`src/rtl/inv_filt_bank.sv`:
```
// Bank of WIDTH input conditioners: 2-flop synchroniser, consecutive-sample glitch
// filter and per-channel invert select, with a registered change strobe.
module inv_filt_bank #(
    parameter int WIDTH = 8,
    parameter int FILT  = 4
) (
    input  logic             clk,
    input  logic             rst_n,
    input  logic [WIDTH-1:0] A,
    input  logic [WIDTH-1:0] inv_en,
    output logic [WIDTH-1:0] Y,
    output logic             chg
);

    localparam int            CW      = (FILT > 1) ? $clog2(FILT) : 1;
    localparam logic [CW-1:0] CNT_MAX = CW'(FILT - 1);

    logic [WIDTH-1:0]         s1_q;
    logic [WIDTH-1:0]         s2_q;
    logic [WIDTH-1:0]         st_q;
    logic [WIDTH-1:0]         st_d;
    logic [WIDTH-1:0][CW-1:0] cnt_q;
    logic [WIDTH-1:0][CW-1:0] cnt_d;
    logic [WIDTH-1:0]         y_q;
    logic [WIDTH-1:0]         y_d;
    logic                     chg_pend_q;
    logic                     chg_pend_d;
    logic                     chg_q;

    // Any sample agreeing with the filtered level drops the count back to zero.
    always_comb begin
        st_d  = st_q;
        cnt_d = '0;
        for (int i = 0; i < WIDTH; i++) begin
            if (s2_q[i] != st_q[i]) begin
                if (cnt_q[i] == CNT_MAX) begin
                    st_d[i] = s2_q[i];
                end else begin
                    cnt_d[i] = cnt_q[i] + CW'(1);
                end
            end
        end
    end

    // chg trails the Y update by one edge, so the change is flagged after it lands.
    assign y_d        = st_q ^ inv_en;
    assign chg_pend_d = |(y_d ^ y_q);

    always_ff @(posedge clk or negedge rst_n) begin
        if (!rst_n) begin
            s1_q       <= '0;
            s2_q       <= '0;
            st_q       <= '0;
            cnt_q      <= '0;
            y_q        <= '1;
            chg_pend_q <= 1'b0;
            chg_q      <= 1'b0;
        end else begin
            s1_q       <= A;
            s2_q       <= s1_q;
            st_q       <= st_d;
            cnt_q      <= cnt_d;
            y_q        <= y_d;
            chg_pend_q <= chg_pend_d;
            chg_q      <= chg_pend_q;
        end
    end

    assign Y   = y_q;
    assign chg = chg_q;

endmodule
```
`config.mk`:
```
export PLATFORM = sky130hd
export DESIGN_NAME = inv_filt_bank
export DESIGN_NICKNAME = d
export VERILOG_FILES = /design/src/rtl/inv_filt_bank.sv
export SDC_FILE = /design/constraint.sdc
export NUM_CORES = 1
export LEC_CHECK = 0
export CAP_MARGIN = 0
export CORE_MARGIN = 2
export CORE_UTILIZATION = 56
export CTS_CLUSTER_SIZE = 20
export DETAILED_ROUTE_END_ITERATION = 8
export HOLD_SLACK_MARGIN = 0.12
export PLACE_DENSITY = 0.86
export SLEW_MARGIN = 20
export SYNTH_ARGS = -nofsm -noshare
export SYNTH_HDL_FRONTEND = slang
export SYNTH_SLANG_ARGS = --single-unit
```
`constraint.sdc`:
```
create_clock -name clk -period 3.4 [get_ports clk]
set_input_delay 0.51 -clock clk [delete_from_list [all_inputs] [get_ports clk]]
set_output_delay 0.51 -clock clk [all_outputs]
set_load 0.02 [all_outputs]
```
==> results of run 1 <==
-- worst paths after layout --
check,from,end,slack (ns)
min in group clk,s1_q[7],s2_q[7],0.36
setup / recovery,Y[6],Y[6],1.37
hold reg to reg,s1_q[7],s2_q[7],0.36
max in group asynchronous,rst_n,s2_q[3],2.87
setup reg to reg,st_q[5],chg_pend_q,1.85
hold / removal,rst_n,cnt_q[10],0.15
-- cell families after synthesis --
logic type,after synthesis
AND/OR/NAND/NOR,19
multiplexers,8
XOR/XNOR,24
adder cells (fa/ha/maj),8
flip-flops,50
-- flip-flops by register name, indices dropped and copies added (netlist names) --
register and cells:
cnt_q 16, st_q 8, chg 1, s1_q 8, s2_q 8, chg_pend_q 1, Y 8
-- per-layer routing --
layer,GRT usage (%),vias up,part of all wire [%]
met4,5.471,0,1.3
met1,19.51,454,42
met3,5.672,6,5.4
li1,-,433,-
met2,26.77,21,51
met5,0,-,0
-- layout make-up --
cell class | instances | area [µm²]
well taps | 44 | 55.05
fillers | 221 | 860.8
clock inverters | 3 | 40.04
flip-flops and latches | 50 | 1261
repair buffers | 26 | 257.7
clock buffers | 5 | 37.54
multi-input cells | 59 | 590.6
-- cells in the final DEF, fill, tap and decap left out, drive strengths merged --
cell | Yosys | final
buf | 0 | 1
bufinv | 0 | 1
clkbuf | 0 | 5
clkdlybuf4s50 | 0 | 25
clkinv | 0 | 2
dfrtp | 42 | 42
dfstp | 8 | 8
ha | 8 | 8
mux2 | 8 | 8
nand2 | 1 | 1
nand4 | 1 | 1
nor2b | 8 | 8
nor3 | 8 | 8
or4 | 1 | 1
xnor2 | 8 | 8
xnor3 | 6 | 6
xor2 | 10 | 10
-- per-stage QoR --
step / total power, mW / cells
6_report: 1.946 / 187
5_1_grt: 2.079 / 187
4_1_cts: 1.975 / 187
3_5_place_dp: 1.647 / 179
3_3_place_gp: 1.595 / 179
2_1_floorplan: 1.413 / 109
-- report_power, final --
group / switching [mW] / leakage, nW / internal [mW]
Combinational: 0.251 / 0.396 / 0.415
Clock: 0.172 / 0.0450 / 0.152
Sequential: 0.142 / 0.590 / 0.814
Total: 0.564 / 1.03 / 1.38
-- worst register-to-register path, cell delays in order (launching register included) --
cell                      delay, ns
sky130_fd_sc_hd__dfrtp_1       0.45
sky130_fd_sc_hd__xnor3_1       0.40
sky130_fd_sc_hd__nand4_1       0.10
sky130_fd_sc_hd__or4_1         0.51
==> impl_metrics.sql, run 1 <==
INSERT INTO impl_metrics (metric_group, metric, value, unit) VALUES
('sta', 'timing.setup.tns', '0', 'ns'),
('outcome', 'result_of_the_run', 'finished, final reports clean', ''),
('yosys', 'adder_and_majority_cell_fraction_of_the_synthesized_area', '5.405', '%'),
('worst_setup_path', 'timing.critical_path.buf_inv', '1', ''),
('clock_tree', 'total_clock_buffers_created_by_cts', '5', ''),
('worst_setup_path', 'worst_r2r_path_depth', '3', ''),
('yosys', 'synth_mux_area_share', '4.865', '%'),
('yosys', 'synth-edff-count', '0', ''),
('clock_tree', 'clk_latency', '0.35', 'ns'),
('yosys', 'post_synth_xor_area_fraction', '15.81', '%'),
('yosys', 'yosysTopAreaCell', 'sky130_fd_sc_hd__dfrtp_1', ''),
('yosys', 'ys_async_sr_fraction', '100.0', '%'),
('sta', 'maxSlewHeadroom', '60.99', '%'),
('sta', 'setup_ws', '1.367', 'ns'),
('yosys', 'avgSynthCellArea', '16.99', 'µm²'),
('global_routing', 'initial_antenna_violation_count', '0', ''),
('clock_tree', 'h-tree-depth', '2', ''),
('pwr', 'ir_worst_vdd', '0.4914', 'mV'),
('sta', 'number_of_setup_violations_in_the_final_report', '0', ''),
('worst_setup_path', 'cp_data_required_time', '2.89', 'ns'),
('yosys', 'leading_post_synthesis_cells_by_cell_area', 'sky130_fd_sc_hd__dfrtp_1, sky130_fd_sc_hd__dfstp_2, sky130_fd_sc_hd__xnor3_1', ''),
('yosys', 'synth_compound_gate_area_share', '0', '%'),
('final_layout', 'antennaDiodeCount', '0', ''),
('pwr', 'power.density', '867.9', 'nW/µm²'),
('sta', 'worst_clock_skew', '0.009296', 'ns'),
('yosys', 'synth_cells', '109', ''),
('yosys', 'synth.cells.most_frequent', 'sky130_fd_sc_hd__dfrtp_1, sky130_fd_sc_hd__xor2_1', ''),
('worst_setup_path', 'endpoint_kind', 'output port', ''),
('yosys', 'synth-main-ff-cell', 'sky130_fd_sc_hd__dfrtp_1', ''),
('clock_tree', 'cts_tree', 'yes', ''),
('routing', 'post_drt_wl_per_cell', '13.24', 'µm'),
('routing', 'vias', '914', ''),
('yosys', 'ys_warn_count', '0', ''),
('global_routing', 'pin_count_of_the_biggest_net_entering_global_routing', '51', ''),
('floorplan', 'placement_rows', '20', ''),
('sta', 'grt_setup_unrepaired', 'no', ''),
('final_layout', 'final_design_utilization', '72.26', '%'),
('worst_setup_path', 'critical-path-slowest-cell', 'sky130_fd_sc_hd__clkdlybuf4s50_1', ''),
('sta', 'timing.fmax', '0.4919', 'GHz'),
('placement', 'dpl_cell_area', '2162', 'µm²'),
('worst_setup_path', 'worstPathCellList', 'clkdlybuf4s50_1', ''),
('yosys', 'share_of_yosys_cell_area_claimed_by_the_top_area_cell_type', '56.76', '%'),
('worst_setup_path', 'critical_path.top_delay_family', 'buffers and inverters', ''),
('clock_tree', 'clk_pin_slew_worst_paths', '0.14', 'ns'),
('yosys', 'synth.most_common_cell', 'sky130_fd_sc_hd__dfrtp_1', ''),
('placement', 'portBuffers', '26', ''),
('worst_setup_path', 'wp_depth', '1', ''),
('worst_setup_path', 'setup_cp_type', 'flop to output port', ''),
('routing', 'routed_wl', '2.476', 'mm'),
('clock_tree', 'cts_setup_buffers', '0', ''),
('worst_setup_path', 'timing.critical_path.arrival', '1.52', 'ns'),
('final_layout', 'fraction_of_layout_cells_with_a_size_suffix_above_1', '17.48', '%'),
('routing', 'vias_per_cell', '4.888', ''),
('clock_tree', 'ctsRootBufferMaster', 'sky130_fd_sc_hd__clkbuf_4', ''),
('pwr', 'p_leak', '1.030', 'nW'),
('yosys', 'synth_fp_nets', '135', ''),
('yosys', 'syn_area', '1852', 'µm²'),
('floorplan', 'initial_core_util', '59.68', '%'),
('worst_setup_path', 'worst_path_max_fanout', '2', ''),
('floorplan', 'boundaryPins', '27', ''),
('final_layout', 'final_net_count', '168', ''),
('clock_tree', 'holdBufCountCts', '0', ''),
('floorplan', 'floorplan.die.width', '61.51', 'µm'),
('routing', 'drt_pass_1_iters', '4', ''),
('final_layout', 'areaGrowthSynthToFinish', '21.08', '%'),
('floorplan', 'fp.dieArea', '3783', 'µm²'),
('yosys', 'synth_seq_cells', '50', ''),
('floorplan', 'floorplan.die.height', '61.51', 'µm'),
('placement', 'post-place-ws', '1.377', 'ns'),
('sta', 'drv_slew', '0', ''),
('sta', 'max_slew.worst_pin.slew', '0.5851', 'ns');
Power figures use the tool's default switching activity.
==> run 2, diff against run 1 <==
Settings changed: CORE_UTILIZATION 56 to 52, PLACE_DENSITY 0.86 to 0.81.
Clock period 3.4 ns to 2 ns, I/O delays scaled along.
==> impl_metrics.sql, run 2 (same netlist as run 1, synthesis figures left out) <==
INSERT INTO impl_metrics (metric_group, metric, value, unit) VALUES
('pwr', 'total_power', '3.169', 'mW'),
('final_layout', 'largest_reg_flops', '16', ''),
('sta', 'number_of_setup_violations_in_the_final_report', '0', ''),
('clock_tree', 'cts_sinks', '50', ''),
('pwr', 'clock_power_share', '12.8', '%'),
('sta', 'timing.setup.tns', '0', 'ns'),
('routing', 'drc_errors', '0', ''),
('global_routing', 'globalRoute.totalOverflow', '0', ''),
('routing', 'detail_route.iter0.violations', '11', ''),
('worst_setup_path', 'crit_path_start_kind', 'flop', ''),
('outcome', 'result_of_the_run', 'finished, final reports clean', ''),
('worst_setup_path', 'setup_cp_type', 'flop to output port', ''),
('clock_tree', 'postCtsResizedCells', '0', ''),
('sta', 'timing.final.crit_share', '90.81', '%'),
('worst_setup_path', 'timing.critical_path.buf_inv', '1', ''),
('final_layout', 'max_flop_register', 'cnt_q', ''),
('sta', 'drv_slew', '0', ''),
('worst_setup_path', 'timing.critical_path.arrival', '1.52', 'ns'),
('global_routing', 'grt_util_all_layers', '15.38', '%'),
('run', 'cap_viol_max_count', '0', ''),
('worst_setup_path', 'critical-path-max-stage-delay', '0.60', 'ns'),
('pwr', 'sequentialPowerShare', '51.0', '%'),
('floorplan', 'core_area', '3390', 'µm²'),
('placement', 'hpwlAfterDp', '1.880', 'mm'),
('worst_setup_path', 'worst_path_max_fanout', '2', ''),
('routing', 'drt_pass_1_iters', '2', ''),
('clock_tree', 'h-tree-depth', '2', ''),
('floorplan', 'initial_core_util', '54.63', '%'),
('final_layout', 'layout_common_cells', 'sky130_fd_sc_hd__dfrtp_1, sky130_fd_sc_hd__clkdlybuf4s50_1, sky130_fd_sc_hd__xor2_1', ''),
('floorplan', 'floorplan.die.height', '63.68', 'µm'),
('routing', 'vias_per_cell', '4.821', ''),
('pwr', 'power_switching', '937.8', 'µW'),
('final_layout', 'layout.cells.most_common', 'sky130_fd_sc_hd__dfrtp_1', ''),
('pwr', 'p_leak', '1.023', 'nW'),
('worst_setup_path', 'critical_path.top_delay_family', 'buffers and inverters', ''),
('routing', 'detail-route-antenna-nets', '0', ''),
('final_layout', 'areaGrowthSynthToFinish', '20.95', '%'),
('routing', 'post_drt_wl_per_cell', '13.21', 'µm'),
('pwr', 'power.density', '1415', 'nW/µm²'),
('global_routing', 'grt_first_pass_wirelength', '4.540', 'mm'),
('sta', 'worst_clock_skew', '0.003381', 'ns'),
('floorplan', 'boundaryPins', '27', ''),
('worst_setup_path', 'endpoint_kind', 'output port', ''),
('routing', 'vias', '916', ''),
('sta', 'maxSlewHeadroom', '64.60', '%'),
('clock_tree', 'total_clock_buffers_created_by_cts', '5', ''),
('floorplan', 'floorplan.die.width', '63.68', 'µm'),
('sta', 'hold-worst-slack', '0.3604', 'ns'),
('global_routing', 'pin_count_of_the_biggest_net_entering_global_routing', '28', ''),
('placement', 'portBuffers', '26', ''),
('pwr', 'power.internal', '2.232', 'mW'),
('global_routing', 'number_of_global_route_vias_before_repair', '1017', ''),
('clock_tree', 'clk_path_buf_depth', '2', ''),
('clock_tree', 'clk_pin_slew_worst_paths', '0.12', 'ns'),
('final_layout', 'final_cell_count_no_fill', '190', ''),
('global_routing', 'initial_antenna_violation_count', '0', ''),
('clock_tree', 'ctsRootBufferMaster', 'sky130_fd_sc_hd__clkbuf_4', ''),
('sta', 'max_slew.worst_pin.slew', '0.5310', 'ns'),
('floorplan', 'placement_rows', '21', ''),
('pwr', 'ir_worst_vdd', '0.7941', 'mV'),
('routing', 'routed_wl', '2.510', 'mm'),
('final_layout', 'antennaDiodeCount', '0', ''),
('placement', 'dpl.cell_count', '182', ''),
('placement', 'place_congestion', '0.6314', ''),
('final_layout', 'final_net_count', '170', ''),
('floorplan', 'fp.dieArea', '4055', 'µm²'),
('worst_setup_path', 'worstPathCellList', 'clkdlybuf4s50_1', ''),
('clock_tree', 'clk_latency', '0.35', 'ns'),
('sta', 'final_hold_violation_count', '0', ''),
('final_layout', 'fraction_of_layout_cells_with_a_size_suffix_above_1', '15.97', '%'),
('sta', 'grt_setup_unrepaired', 'no', ''),
('worst_setup_path', 'critical-path-slowest-cell', 'sky130_fd_sc_hd__clkdlybuf4s50_1', ''),
('pwr', 'pwr-share-comb', '36.2', '%'),
('hold_path', 'hold_path_class', 'flop to flop', ''),
('sta', 'timing.fmax', '0.5506', 'GHz'),
('worst_setup_path', 'cp_data_required_time', '1.70', 'ns'),
('pwr', 'power.share.switching', '29.59', '%'),
('sta', 'finalCriticalPeriod', '1.816', 'ns'),
('clock_tree', 'cts_tree', 'yes', '');
run 2: path summary, 6_finish.rpt:
path	from	end	slack, ns	cells past startpoint
max	Y[7]	Y[7]	0.18	1
min	chg_pend_q	chg	0.36	0
max reg2reg	st_q[5]	chg_pend_q	0.41	3
min reg2reg	chg_pend_q	chg	0.36	0
max in group asynchronous	rst_n	Y[1]	0.96	3
min in group asynchronous	rst_n	cnt_q[8]	0.45	2
run 2: metrics by stage:
stage          utilization (%)  cell area, µm²  worst slack, ns
2_1_floorplan                -            1852           0.4874
3_3_place_gp             64.45            2185           0.2195
3_5_place_dp             64.45            2185           0.1818
4_1_cts                  66.08            2240           0.1519
5_1_grt                  66.08            2240           0.1154
6_report                 66.08            2240           0.1838
run 2: layer usage:
layer  vias to the layer above  wire length, µm  GRT usage, %
li1                        435                -             -
met1                       451             1004         17.32
met2                        23             1291         24.87
met3                         7              147         5.357
met4                         0               67         9.783
met5                         -                0             0
run 2: final cells by class:
class | count | area (µm²)
clock buffers | 7 | 45.04
multi-input cells | 59 | 590.6
repair buffers | 28 | 285.3
flip-flops and latches | 50 | 1261
fillers | 242 | 1150
well taps | 46 | 57.56
run 2: what timing repair did:
| item | in CTS | in global routing |
|---|---|---|
| hold buffers | 1 | 0 |
| endpoints found under the hold margin | 20 | 0 |
| setup buffers | 0 | 0 |
run 2: power groups by stage:
stage / clock network [mW] / logic, mW / registers [mW]
6_report: 0.406 / 1.15 / 1.62
5_1_grt: 0.478 / 1.27 / 1.67
4_1_cts: 0.425 / 1.17 / 1.63
3_5_place_dp: 0 / 1.17 / 1.65
3_3_place_gp: 0 / 1.09 / 1.62
2_1_floorplan: 0 / 0.692 / 1.71
==> run 3, diff against run 2 <==
Settings changed: CAP_MARGIN 0 to 20, CORE_UTILIZATION 52 to 43, PLACE_DENSITY 0.81 to 0.7.
==> impl_metrics.sql, run 3 (same netlist as run 1, synthesis figures left out) <==
INSERT INTO impl_metrics (metric_group, metric, value, unit) VALUES
('global_routing', 'globalRoute.totalOverflow', '0', ''),
('final_layout', 'layout_common_cells', 'sky130_fd_sc_hd__dfrtp_1, sky130_fd_sc_hd__clkdlybuf4s50_1, sky130_fd_sc_hd__xor2_1', ''),
('placement', 'place_congestion', '0.6802', ''),
('sta', 'final_hold_violation_count', '0', ''),
('sta', 'timing.fmax', '0.5680', 'GHz'),
('sta', 'timing.setup.tns', '0', 'ns'),
('final_layout', 'antennaDiodeCount', '0', ''),
('floorplan', 'floorplan.die.width', '69.63', 'µm'),
('final_layout', 'nFillCells', '342', ''),
('placement', 'dpl.cell_count', '186', ''),
('worst_setup_path', 'crit_path_start_kind', 'flop', ''),
('clock_tree', 'total_clock_buffers_created_by_cts', '5', ''),
('worst_setup_path', 'critical-path-max-stage-delay', '0.60', 'ns'),
('clock_tree', 'cts_tree', 'yes', ''),
('clock_tree', 'postCtsResizedCells', '0', ''),
('routing', 'vias_per_cell', '4.835', ''),
('pwr', 'power.density', '1490', 'nW/µm²'),
('worst_setup_path', 'timing.critical_path.arrival', '1.46', 'ns'),
('hold_path', 'hold_path_class', 'flop to flop', ''),
('outcome', 'result_of_the_run', 'finished, final reports clean', ''),
('worst_setup_path', 'endpoint_kind', 'output port', ''),
('routing', 'drc_errors', '0', ''),
('run', 'cap_viol_max_count', '0', ''),
('worst_setup_path', 'setup_cp_type', 'flop to output port', ''),
('clock_tree', 'clk_pin_slew_worst_paths', '0.08', 'ns'),
('worst_setup_path', 'worstPathCellList', 'clkdlybuf4s50_1', ''),
('floorplan', 'placement_rows', '23', ''),
('clock_tree', 'ctsRootBufferMaster', 'sky130_fd_sc_hd__clkbuf_8', ''),
('clock_tree', 'holdBufCountCts', '1', ''),
('global_routing', 'global_route.usage.met2', '20.62', '%'),
('floorplan', 'fp.dieArea', '4848', 'µm²'),
('sta', 'finalCriticalPeriod', '1.761', 'ns'),
('final_layout', 'final_net_count', '170', ''),
('global_routing', 'grt_first_pass_wirelength', '4.740', 'mm'),
('global_routing', 'number_of_global_route_vias_before_repair', '1088', ''),
('final_layout', 'multiInputGateArea', '590.6', 'µm²'),
('pwr', 'p_leak', '1.052', 'nW'),
('routing', 'vias', '938', ''),
('clock_tree', 'clk_path_buf_depth', '2', ''),
('placement', 'portBuffers', '26', ''),
('final_layout', 'areaGrowthSynthToFinish', '24.59', '%'),
('global_routing', 'grt_util_all_layers', '12.83', '%'),
('sta', 'grt_setup_unrepaired', 'no', ''),
('worst_setup_path', 'cp_data_required_time', '1.70', 'ns'),
('global_routing', 'pin_count_of_the_biggest_net_entering_global_routing', '27', ''),
('pwr', 'total_power', '3.438', 'mW'),
('global_routing', 'met1_routing_resource_usage_after_global_routing', '14.96', '%'),
('worst_setup_path', 'critical-path-slowest-cell', 'sky130_fd_sc_hd__clkdlybuf4s50_1', ''),
('routing', 'post_drt_wl_per_cell', '13.52', 'µm'),
('routing', 'drt_pass_1_iters', '2', ''),
('floorplan', 'core_area', '4086', 'µm²'),
('global_routing', 'initial_antenna_violation_count', '0', ''),
('global_routing', 'gr-max-usage-layer', 'met2', ''),
('floorplan', 'floorplan.die.height', '69.63', 'µm'),
('sta', 'max_slew.worst_pin.slew', '0.5691', 'ns'),
('final_layout', 'layout.cells.most_common', 'sky130_fd_sc_hd__dfrtp_1', ''),
('sta', 'maxSlewHeadroom', '62.06', '%'),
('final_layout', 'final_design_utilization', '56.46', '%'),
('clock_tree', 'clk_latency', '0.30', 'ns'),
('sta', 'timing.final.crit_share', '88.03', '%'),
('final_layout', 'footprint_of_the_flip_flops_and_latches', '1261', 'µm²'),
('floorplan', 'initial_core_util', '45.32', '%'),
('worst_setup_path', 'timing.critical_path.buf_inv', '1', ''),
('final_layout', 'largest_reg_flops', '16', ''),
('global_routing', 'use_met3', '5.959', '%'),
('pwr', 'ir_worst_vdd', '0.7538', 'mV'),
('routing', 'routed_wl', '2.622', 'mm'),
('routing', 'detail-route-antenna-nets', '0', ''),
('sta', 'drv_slew', '0', ''),
('final_layout', 'final_cell_count_no_fill', '194', ''),
('floorplan', 'boundaryPins', '27', ''),
('final_layout', 'max_flop_register', 'cnt_q', ''),
('sta', 'hold-worst-slack', '0.3531', 'ns'),
('clock_tree', 'h-tree-depth', '2', ''),
('clock_tree', 'cts_setup_buffers', '0', ''),
('worst_setup_path', 'worst_path_max_fanout', '2', ''),
('placement', 'hpwlAfterDp', '1.985', 'mm'),
('clock_tree', 'cts_sinks', '50', ''),
('worst_setup_path', 'critical_path.top_delay_family', 'buffers and inverters', ''),
('routing', 'detail_route.iter0.violations', '46', ''),
('final_layout', 'fraction_of_layout_cells_with_a_size_suffix_above_1', '17.36', '%'),
('sta', 'number_of_setup_violations_in_the_final_report', '0', ''),
('sta', 'worst_clock_skew', '0.008744', 'ns');
run 3: changes by cell type in the layout (fill, tap and decap cells not counted), sizes merged:
cell / change
clkinv: +1
bufinv: +1
clkbuf: -2
run 3: layout make-up:
| class | count | share of cell area (%) |
|---|---|---|
| timing repair buffer | 28 | 12.36 |
| clock buffer | 5 | 2.983 |
| multi-input combinational | 59 | 25.60 |
| clock inverter | 2 | 1.681 |
| sequential | 50 | 54.66 |
| tap | 50 | 2.712 |
run 3: report_power, final:
group	total [mW]	internal (mW)	switching (mW)
Sequential	1.63	1.39	0.241
Clock	0.683	0.368	0.315
Combinational	1.13	0.711	0.418
run 3: stage by stage:
step                      worst slack [ns]  instance area, µm²
after global placement              0.1978                2190
after global routing                0.1843                2307
after CTS                           0.2227                2307
after floorplan                     0.4874                1852
final                               0.2395                2307
after detailed placement            0.1643                2190
run 3: final timing paths:
path                          from    endpoint  slack (ns)  cells after the start
max                           Y[0]        Y[0]        0.24                      1
max reg2reg                st_q[5]  chg_pend_q        0.43                      3
max in group asynchronous    rst_n        Y[1]        0.87                      3
min reg2reg                s1_q[1]     s2_q[1]        0.35                      0
min                        s1_q[1]     s2_q[1]        0.35                      0
min in group asynchronous    rst_n     s2_q[2]        0.52                      2
run 3: metal layers:
layer | wire length, µm | up-vias
li1 | - | 433
met1 | 1131 | 475
met2 | 1284 | 24
met3 | 157 | 6
met4 | 48 | 0
met5 | 0 | -
==> RTL change: new RTL, config.mk and constraints of run 1 <==
Remove the register `chg_q`: a continuous assignment takes its place, so the output `chg` follows one clock earlier.
--- a/src/rtl/inv_filt_bank.sv
+++ b/src/rtl/inv_filt_bank.sv
@@ -54,7 +54,6 @@
             cnt_q      <= '0;
             y_q        <= '1;
             chg_pend_q <= 1'b0;
-            chg_q      <= 1'b0;
         end else begin
             s1_q       <= A;
             s2_q       <= s1_q;
@@ -62,9 +61,10 @@
             cnt_q      <= cnt_d;
             y_q        <= y_d;
             chg_pend_q <= chg_pend_d;
-            chg_q      <= chg_pend_q;
         end
     end
+
+    assign chg_q = chg_pend_q;
 
     assign Y   = y_q;
     assign chg = chg_q;
Check against the original RTL: not equivalent (Yosys sat finds a counterexample within 4 cycles, from zero or initial values and one cycle with rst_n low).
==> RTL change against run 1 <==
Non-clock buffer count stayed put; cell area down 2.0%; sequential cell count fell by 1; worst setup slack worse by 0.0021 ns; area after synthesis is 1.4% lower; via count down 0.55%; routed wire length grew 3.2%; power shrank 3.3%; critical path type unchanged; largest cell class unchanged; largest power group unchanged.
==> RTL change: results (changes against run 1) <==
status=completed (unchanged); Final #Nets=167 (was 168); DR vias=909 (was 914); Layout Cells excl Fill=186 (was 187); dpl ws=1.37 ns (was 1.38 ns); compound-cell area share of the yosys netlist=0 (unchanged); first-pass GRT wire length=4.22 mm (was 4.17 mm); worst hold margin=0.139 ns (was 0.146 ns); reg2reg setup slack=1.82 ns (was 1.85 ns); reg-to-reg critical path startpoint=st_q[4] (was st_q[5]); number of global-route vias before repair=994 (was 933); # diodes=0 (unchanged); slew at the pin closest to its max-slew limit=0.575 ns (was 0.585 ns); placed cell area=2140 µm² (was 2160 µm²); Max IR drop VDD=0.395 mV (was 0.491 mV); Synth warnings=0 (unchanged); sequential element share of the synthesized area=0.677 (was 0.681); syn nets=134 (was 135); Avg Inst Size Synth=16.9 µm² (was 17.0 µm²); worst-case clock buffer depth=2 (unchanged); Clock Pin Slew Worst Setup and Hold Paths=0.13 ns; cell family with most CP delay=buffers and inverters (unchanged); placed wire-length estimate=1.85 mm (was 1.80 mm); final WL=2.56 mm (was 2.48 mm); Biggest register=cnt_q (unchanged); Commonest cells post-synth=dfrtp_1, xor2_1 (unchanged); Netlist cell types=12 (unchanged); path type of the worst min-delay path=in -> async (unchanged); postcts setup bufs=0 (unchanged); Total Routing Usage GR=0.165 (was 0.160); crit-path max FO=2 (unchanged); layout cell share with drive strength beyond 1=0.162 (was 0.175); post-route clock skew=0.00979 ns (was 0.00930 ns); placer congestion estimate=0.662 (was 0.677); leakage power figure=0.00101 µW (was 0.00103 µW); Reg2Reg Capture Point=chg (was chg_pend_q); post-cts resize count=0 (unchanged); DRT iter0 DRCs=15 (was 21); synth top area cells=dfrtp_1, dfstp_2, xnor3_1 (unchanged); post-synthesis mux area share=0.0493 (was 0.0486); maximum number of pins on one net before global-route repair=50 (was 51); highest-delay cell along the critical path=clkdlybuf4s50_1 (unchanged); max FFs per register=16 (unchanged); xor and xnor fraction of the mapped netlist area=0.160 (was 0.158); Cells after DPL=178 (was 179); synthesized-area fraction occupied by adder cells=0.0548 (was 0.0541)
[RTL change: cell type report]
cell class	count	area, µm²
clock buffer	8	58.8
fill	234	880
multi-input combinational	59	591
sequential	49	1240
tap	44	55.1
timing repair buffer	26	258
[RTL change: report_power, final]
group | internal (µW) | switching, µW | leakage (µW)
clock network | 102 | 164 | 0.0000326
logic | 418 | 252 | 0.000396
registers | 802 | 142 | 0.000581
[RTL change: worst max path at each step]
stage          startpoint  endpoint  slack [ns]  cells after the start
2_1_floorplan        Y[1]       chg        1.89                      3
3_3_place_gp    inv_en[1]       chg        1.41                      4
3_5_place_dp    inv_en[1]       chg        1.37                      4
4_1_cts              Y[7]      Y[7]        1.35                      1
5_1_grt              Y[6]      Y[6]        1.31                      1
6_report             Y[6]      Y[6]        1.36                      1
[RTL change: metal layers]
layer / GRT usage / part of all wire / up-vias
met2: 0.272 / 0.51 / 22
met5: 0 / 0 / -
li1: - / - / 431
met1: 0.193 / 0.42 / 452
met3: 0.0714 / 0.064 / 4
met4: 0.0559 / 0.0082 / 0
